[src/rtl/scc_pkg.sv]
// rtl/scc_pkg.sv - shared constants and types for the SCC register file
package scc_pkg;

  // Hardwired zero register index
  localparam int REG_ZERO = 7;

  // Bit positions of the condition flags inside the 4-bit NZCV field
  localparam int CPSR_N = 3;
  localparam int CPSR_Z = 2;
  localparam int CPSR_C = 1;
  localparam int CPSR_V = 0;

  // Default PC increment per sequential step
  localparam int PC_STEP_DEF = 4;

  // {N,Z,C,V}
  typedef logic [3:0] flags_t;

endpackage

[src/rtl/reg_scoreboard.sv]
// rtl/reg_scoreboard.sv - pending-write bits with busy lookup for three read ports
module reg_scoreboard
  import scc_pkg::*;
#(
  parameter int ADDR_W   = 3,
  parameter int ZERO_REG = REG_ZERO,
  parameter int BYPASS   = 1
) (
  input  logic              clk,
  input  logic              rst_n,
  input  logic              issue_valid,
  input  logic [ADDR_W-1:0] issue_addr,
  input  logic              write_enable,
  input  logic [ADDR_W-1:0] write_addr,
  input  logic [ADDR_W-1:0] addr1,
  input  logic [ADDR_W-1:0] addr2,
  input  logic [ADDR_W-1:0] addr3,
  output logic              busy1,
  output logic              busy2,
  output logic              busy3
);

  localparam int NUM_REGS = 2 ** ADDR_W;

  logic [NUM_REGS-1:0] pending;
  logic                wr_fwd;

  // Clear on writeback, then set on issue so a same-edge new producer wins
  always_ff @(posedge clk or negedge rst_n) begin
    if (!rst_n) begin
      pending <= '0;
    end else begin
      if (write_enable) begin
        pending[write_addr] <= 1'b0;
      end
      if (issue_valid && (issue_addr != ADDR_W'(ZERO_REG))) begin
        pending[issue_addr] <= 1'b1;
      end
    end
  end

  // A writeback landing this cycle already satisfies the consumer when forwarded
  assign wr_fwd = write_enable & (BYPASS != 0);

  assign busy1 = pending[addr1] & ~(wr_fwd & (write_addr == addr1));
  assign busy2 = pending[addr2] & ~(wr_fwd & (write_addr == addr2));
  assign busy3 = pending[addr3] & ~(wr_fwd & (write_addr == addr3));

endmodule

[src/rtl/reg_file_sys.sv]
// rtl/reg_file_sys.sv - user register file with bypass, scoreboard, PC and CPSR
module reg_file_sys
  import scc_pkg::*;
#(
  parameter int                 DATA_W   = 32,
  parameter int                 ADDR_W   = 3,
  parameter int                 ZERO_REG = REG_ZERO,
  parameter logic [DATA_W-1:0]  PC_RESET = '0,
  parameter int                 PC_STEP  = PC_STEP_DEF,
  parameter int                 BYPASS   = 1
) (
  input  logic              clk,
  input  logic              rst_n,
  input  logic [ADDR_W-1:0] read_addr1,
  input  logic [ADDR_W-1:0] read_addr2,
  input  logic [ADDR_W-1:0] br_addr,
  output logic [DATA_W-1:0] value1,
  output logic [DATA_W-1:0] value2,
  output logic [DATA_W-1:0] br_value,
  output logic              busy1,
  output logic              busy2,
  output logic              br_busy,
  input  logic [ADDR_W-1:0] write_addr,
  input  logic [DATA_W-1:0] write_value,
  input  logic              write_enable,
  input  logic              issue_valid,
  input  logic [ADDR_W-1:0] issue_addr,
  input  logic              pc_inc,
  input  logic              pc_load,
  input  logic [DATA_W-1:0] pc_load_value,
  output logic [DATA_W-1:0] pc,
  input  logic              flags_we,
  input  logic [3:0]        flags_in,
  output logic [DATA_W-1:0] cpsr
);

  localparam int NUM_REGS = 2 ** ADDR_W;

  logic [DATA_W-1:0] regs [NUM_REGS];
  logic [DATA_W-1:0] pc_q;
  flags_t            flags_q;

  // Zero register reads 0; a matching writeback is forwarded when bypass is built in
  function automatic logic [DATA_W-1:0] read_port(input logic [ADDR_W-1:0] a,
                                                   input logic [DATA_W-1:0] stored);
    if (a == ADDR_W'(ZERO_REG)) begin
      return '0;
    end else if ((BYPASS != 0) && write_enable && (write_addr == a)) begin
      return write_value;
    end else begin
      return stored;
    end
  endfunction

  assign value1   = read_port(read_addr1, regs[read_addr1]);
  assign value2   = read_port(read_addr2, regs[read_addr2]);
  assign br_value = read_port(br_addr,    regs[br_addr]);

  // User register storage; writes aimed at the zero register are dropped
  always_ff @(posedge clk or negedge rst_n) begin
    if (!rst_n) begin
      for (int i = 0; i < NUM_REGS; i++) begin
        regs[i] <= '0;
      end
    end else if (write_enable && (write_addr != ADDR_W'(ZERO_REG))) begin
      regs[write_addr] <= write_value;
    end
  end

  // Branch target load takes priority over sequential increment; add wraps
  always_ff @(posedge clk or negedge rst_n) begin
    if (!rst_n) begin
      pc_q <= PC_RESET;
    end else if (pc_load) begin
      pc_q <= pc_load_value;
    end else if (pc_inc) begin
      pc_q <= pc_q + DATA_W'(PC_STEP);
    end
  end

  // Condition flags latch only on an explicit update strobe
  always_ff @(posedge clk or negedge rst_n) begin
    if (!rst_n) begin
      flags_q <= '0;
    end else if (flags_we) begin
      flags_q <= flags_in;
    end
  end

  assign pc   = pc_q;
  assign cpsr = {flags_q[CPSR_N], flags_q[CPSR_Z], flags_q[CPSR_C], flags_q[CPSR_V],
                 {(DATA_W-4){1'b0}}};

  reg_scoreboard #(
    .ADDR_W   (ADDR_W),
    .ZERO_REG (ZERO_REG),
    .BYPASS   (BYPASS)
  ) u_scoreboard (
    .clk          (clk),
    .rst_n        (rst_n),
    .issue_valid  (issue_valid),
    .issue_addr   (issue_addr),
    .write_enable (write_enable),
    .write_addr   (write_addr),
    .addr1        (read_addr1),
    .addr2        (read_addr2),
    .addr3        (br_addr),
    .busy1        (busy1),
    .busy2        (busy2),
    .busy3        (br_busy)
  );

endmodule

[config.mk]
export PLATFORM = sky130hd
export DESIGN_NAME = reg_file_sys
export DESIGN_NICKNAME = d
export VERILOG_FILES = /design/src/rtl/scc_pkg.sv /design/src/rtl/reg_scoreboard.sv /design/src/rtl/reg_file_sys.sv
export SDC_FILE = /design/constraint.sdc
export NUM_CORES = 1
export LEC_CHECK = 0
export BUFFER_PORTS_ARGS = -buffer_cell sky130_fd_sc_hd__buf_2
export CAP_MARGIN = 25
export CORE_MARGIN = 2
export CORE_UTILIZATION = 49
export CTS_CLUSTER_SIZE = 16
export DETAILED_ROUTE_END_ITERATION = 12
export GPL_TIMING_DRIVEN = 0
export HOLD_SLACK_MARGIN = 0.06
export PLACE_DENSITY_LB_ADDON = 0.25
export SETUP_SLACK_MARGIN = 0.2
export SKIP_LAST_GASP = 1
export SLEW_MARGIN = 20
export SYNTH_ARGS = -nofsm -noshare
export SYNTH_HDL_FRONTEND = slang
export SYNTH_SLANG_ARGS = --single-unit
export TNS_END_PERCENT = 30
[constraint.sdc]
create_clock -name clk -period 5.7 [get_ports clk]
set_input_delay 0 -clock clk [delete_from_list [all_inputs] [get_ports clk]]
set_output_delay 0 -clock clk [all_outputs]
set_load 0.01 [all_outputs]
==> tab_implementation.tex <==
\begin{tabular}{lr}
\hline
Metric & Value \\
\hline
\multicolumn{2}{l}{\textbf{Status}} \\
\quad Run status & complete, no violations \\
\multicolumn{2}{l}{\textbf{Setup path}} \\
\quad Nature of the critical path startpoint & register \\
\quad Length in cells of the worst reg-to-reg path & 8 \\
\quad Reg-to-reg setup timing slack & 2870 ps \\
\quad Launching point of the worst reg2reg path & pc[11] \\
\quad Largest stage delay, worst path & 560 ps \\
\quad List of cells traversed by the critical path & clkbuf\_1 -> and4\_1 -> nand3\_1 -> clkbuf\_1 -> clkbuf\_1 -> o21ai\_0 -> a31oi\_1 -> dlygate4sd3\_1 \\
\quad Critical path required time & between 6000 and 7000 ps \\
\quad Crit path max-delay cell type & dlygate4sd3\_1 \\
\quad Highest fanout seen on the critical path & 10 \\
\quad Cell repeated most along the worst path & clkbuf\_1 \\
\quad Largest delay contributor family on the critical path & buffers and inverters \\
\quad Reg2Reg Capture Point & pc[20] \\
\quad Worst setup path startpoint & pc[11] \\
\quad CP bufs+invs & 4 \\
\quad CP Data Arrival Time & 3330 ps \\
\quad Endpoint type of the worst setup path & register \\
\quad Worst Setup Path Type & reg2reg \\
\multicolumn{2}{l}{\textbf{Yosys}} \\
\quad Top FF cell, synth & dfrtp\_1 \\
\quad Number of synthesized register bits & 268 \\
\quad Post-synthesis instance area & 0.0176 mm2 \\
\quad Post-synth cell types & 47 \\
\quad Number of flops mapped to enable cells by yosys & 0 \\
\quad Post-synthesis cell count & 1,721 \\
\quad Most common cell in the netlist & mux2\_2 \\
\quad Library cell with the largest summed area after synthesis & dfrtp\_1 \\
\quad Portion of synthesized cell area occupied by the leading cell type & 38.1\% \\
\quad Post-synth top cells & mux2\_2, dfrtp\_1, nand2b\_1 \\
\quad Proportion of synthesized chip area in sequential cells & about two fifths \\
\quad Synthesized area divided by synthesized cell count & 10.2 um2 \\
\quad Proportion of register bits with asynchronous set or reset after synthesis & 100\% \\
\quad Count of yosys warnings during synthesis & 0 \\
\quad Ranking of synthesized cells by area & dfrtp\_1, mux2\_2, nand2b\_1 \\
\multicolumn{2}{l}{\textbf{GRT}} \\
\quad First-pass GRT wire length & 98,200 um \\
\quad Vias in the first global route & 16,600 \\
\quad Congestion Overflow GR & 0 \\
\quad Total GRT Usage & between 30\% and 40\% \\
\quad Pin count of the biggest net entering global routing & 85 \\
\quad Antenna violations before repair & 0 \\
\multicolumn{2}{l}{\textbf{Clock tree}} \\
\quad Clock tree from TritonCTS & done \\
\quad CTS Sinks & 268 \\
\quad Insertion delay of the later-clocked pin in the worst-skew pair & 570 ps \\
\quad Count of buffers added by post-CTS timing repair for setup & 0 \\
\quad Cell at the root of the clock tree & clkbuf\_16 \\
\quad CTS Buffer Depth & 3 \\
\quad CTS buffer count & 31 \\
\quad \# resized after CTS & 0 \\
\quad CTS H-tree depth & 1 \\
\quad CTS clock-pin slew for the worst setup and hold paths & about 60 ps \\
\multicolumn{2}{l}{\textbf{Worst hold path}} \\
\quad Hold Path Cell Cnt & 5 \\
\quad Startpoint of the lowest-slack hold path & pc\_inc \\
\quad Type of the worst min-delay path & in2reg \\
\quad Hold-critical path endpoint & pc[17] \\
\multicolumn{2}{l}{\textbf{Floorplanning}} \\
\quad Die Y-Extent & 193 um \\
\quad Starting utilization of the core area & 49.5\% \\
\quad Total number of placement rows & 69 \\
\quad Die footprint & 0.0374 mm2 \\
\quad Die extent in x & 193 um \\
\quad I/O pin count & around 250 \\
\quad Core box area & 0.0355 mm2 \\
\multicolumn{2}{l}{\textbf{Power}} \\
\quad P\_leak & approximately 8.6 nW \\
\quad Highest ir drop seen on vdd & 0.000254 V \\
\quad P per Cell Area & 313 mW/mm2 \\
\multicolumn{2}{l}{\textbf{Routing}} \\
\quad Final routed DRC violation total & 0 \\
\quad Routed wire length & approximately 64,000 um \\
\quad Avg Vias per Cell & 6.49 \\
\quad DR vias & 16,600 \\
\quad Number of violations reported at the end of detailed-routing iteration 0 & 1,889 \\
\quad Avg WL per Cell & 25.2 um \\
\quad First-pass detailed-route iteration total & 7 \\
\quad Antenna Violating Nets Remaining & 0 \\
\multicolumn{2}{l}{\textbf{Layout}} \\
\quad Fraction of layout cells with a size suffix above 1 & 35.0\% \\
\quad NumNets Final & 2,168 \\
\quad Fillers & 2,954 \\
\quad Growth of design area from synthesis to finish & 21.7\% \\
\quad Number of antenna repair diodes & 0 \\
\multicolumn{2}{l}{\textbf{Timing}} \\
\quad RSZ-0062 raised after global routing & false \\
\quad Maximum clock frequency & 0.354 GHz \\
\quad Count of final hold-check violations & 0 \\
\quad Final Cycle Share & 49.6\% \\
\quad Worst-Margin Slew & 991 ps \\
\quad Post-Route Hold Slack & 99.2 ps \\
\quad Slew headroom & 33.9\% \\
\quad Final setup violation count & 0 \\
\quad Pins Over Slew Limit & 0 \\
\quad Minimum period implied by the final worst setup slack & $\sim$2800 ps \\
\quad Setup skew after layout & about 7 ps \\
\quad Post-layout worst setup margin & 2870 ps \\
\multicolumn{2}{l}{\textbf{Placement}} \\
\quad Gpl congestion & a little under 1 \\
\quad Count of input and output buffers & 185 \\
\quad Detail Placement HPWL & about 43,000 um \\
\quad Pre-CTS setup slack & roughly 3300 ps \\
\multicolumn{2}{l}{\textbf{Run}} \\
\quad Max-cap violation count & 0 \\
\hline
\end{tabular}
[what timing repair did]
item / 4_1_cts / 5_1_grt
setup endpoints to repair: 0 / 0
hold buffers: 106 / 0
endpoints found under the hold margin: 462 / 0
[logic make-up (layout without fill, tap and decap cells)]
kind of cell / after synthesis / in the layout / synth area share, %
muxes: 337 / 337 / 21.9
and+or+nand+nor: 419 / 419 / 14.4
other: 1 / 28 / 0.0213
adders and majority gates: 1 / 1 / 0.0712
buffers and inverters: 228 / 579 / 5.69
xor gates and xnor gates: 20 / 20 / 0.996
AOI/OAI and AO/OA: 447 / 447 / 18.8
DFF: 268 / 268 / 38.1
[metrics by stage]
step                      util, %  cell area [um2]  instances  total power (W)  TNS [ps]
after global placement       54.1            19200       2394          0.00445    -95500
after CTS                    60.3            21400       2559          0.00666         0
after floorplan                 -            17700       1748          0.00390         0
after detailed placement     54.3            19300       2398          0.00455         0
after global routing         60.3            21400       2560          0.00698         0
final                        60.3            21400       2560          0.00670         0
[worst min-delay path: stages]
cell	delay (ps)
buf_2	150
nand4_2	200
nor4_1	110
nand3_1	80
a31oi_1	80
[per-layer routing]
layer | GRT usage, % | wire length (um)
met1 | 43.4 | 25800
met2 | 52.1 | 29100
met3 | 8.91 | 6700
met4 | 15.5 | 2860
met5 | 0 | 0
[worst max path at each step]
stage / end / slack [ps] / cells past startpoint
2_1_floorplan: pc[30] / 3680 / 6
3_3_place_gp: flags_q[0] / -400 / 1
3_5_place_dp: value1[20] / 3260 / 8
4_1_cts: pc[20] / 2930 / 8
5_1_grt: pc[20] / 2730 / 8
6_report: pc[20] / 2870 / 8
[layout make-up]
type                    count  area (um2)  area share (%)
plain buffers             216         956            4.47
clock buffers              43         911            4.26
clock inverters            12         121           0.567
inverters                  12        45.0           0.211
multi-input cells        1252        9970            46.6
flip-flops and latches    268        6710            31.3
well taps                 461         577            2.70
repair buffers            296        2100            9.83
[registers in the layout, indices dropped and copies added (netlist names)]
name,flops
flags_q,4
pc,32
regs,224
u_scoreboard.pending,8
[where the power goes]
part	internal (W)	leakage [nW]	switching, W
logic	0.00105	4.89	0.000934
registers	0.00229	3.20	0.000381
clock network	0.00120	0.507	0.000847
[layout by cell type (no fill, tap or decap), drive strengths merged, types with 28 or more instances in the layout]
master	synthesis	final
conb	1	28
o2111ai	96	96
o21ai	114	114
mux2	328	328
nand2	33	33
clkbuf	111	155
nand2b	200	200
dlygate4sd3	0	105
a32o	96	96
or2	99	99
buf	105	295
dfrtp	268	268
o22ai	98	98
Power figures use the tool's default switching activity.
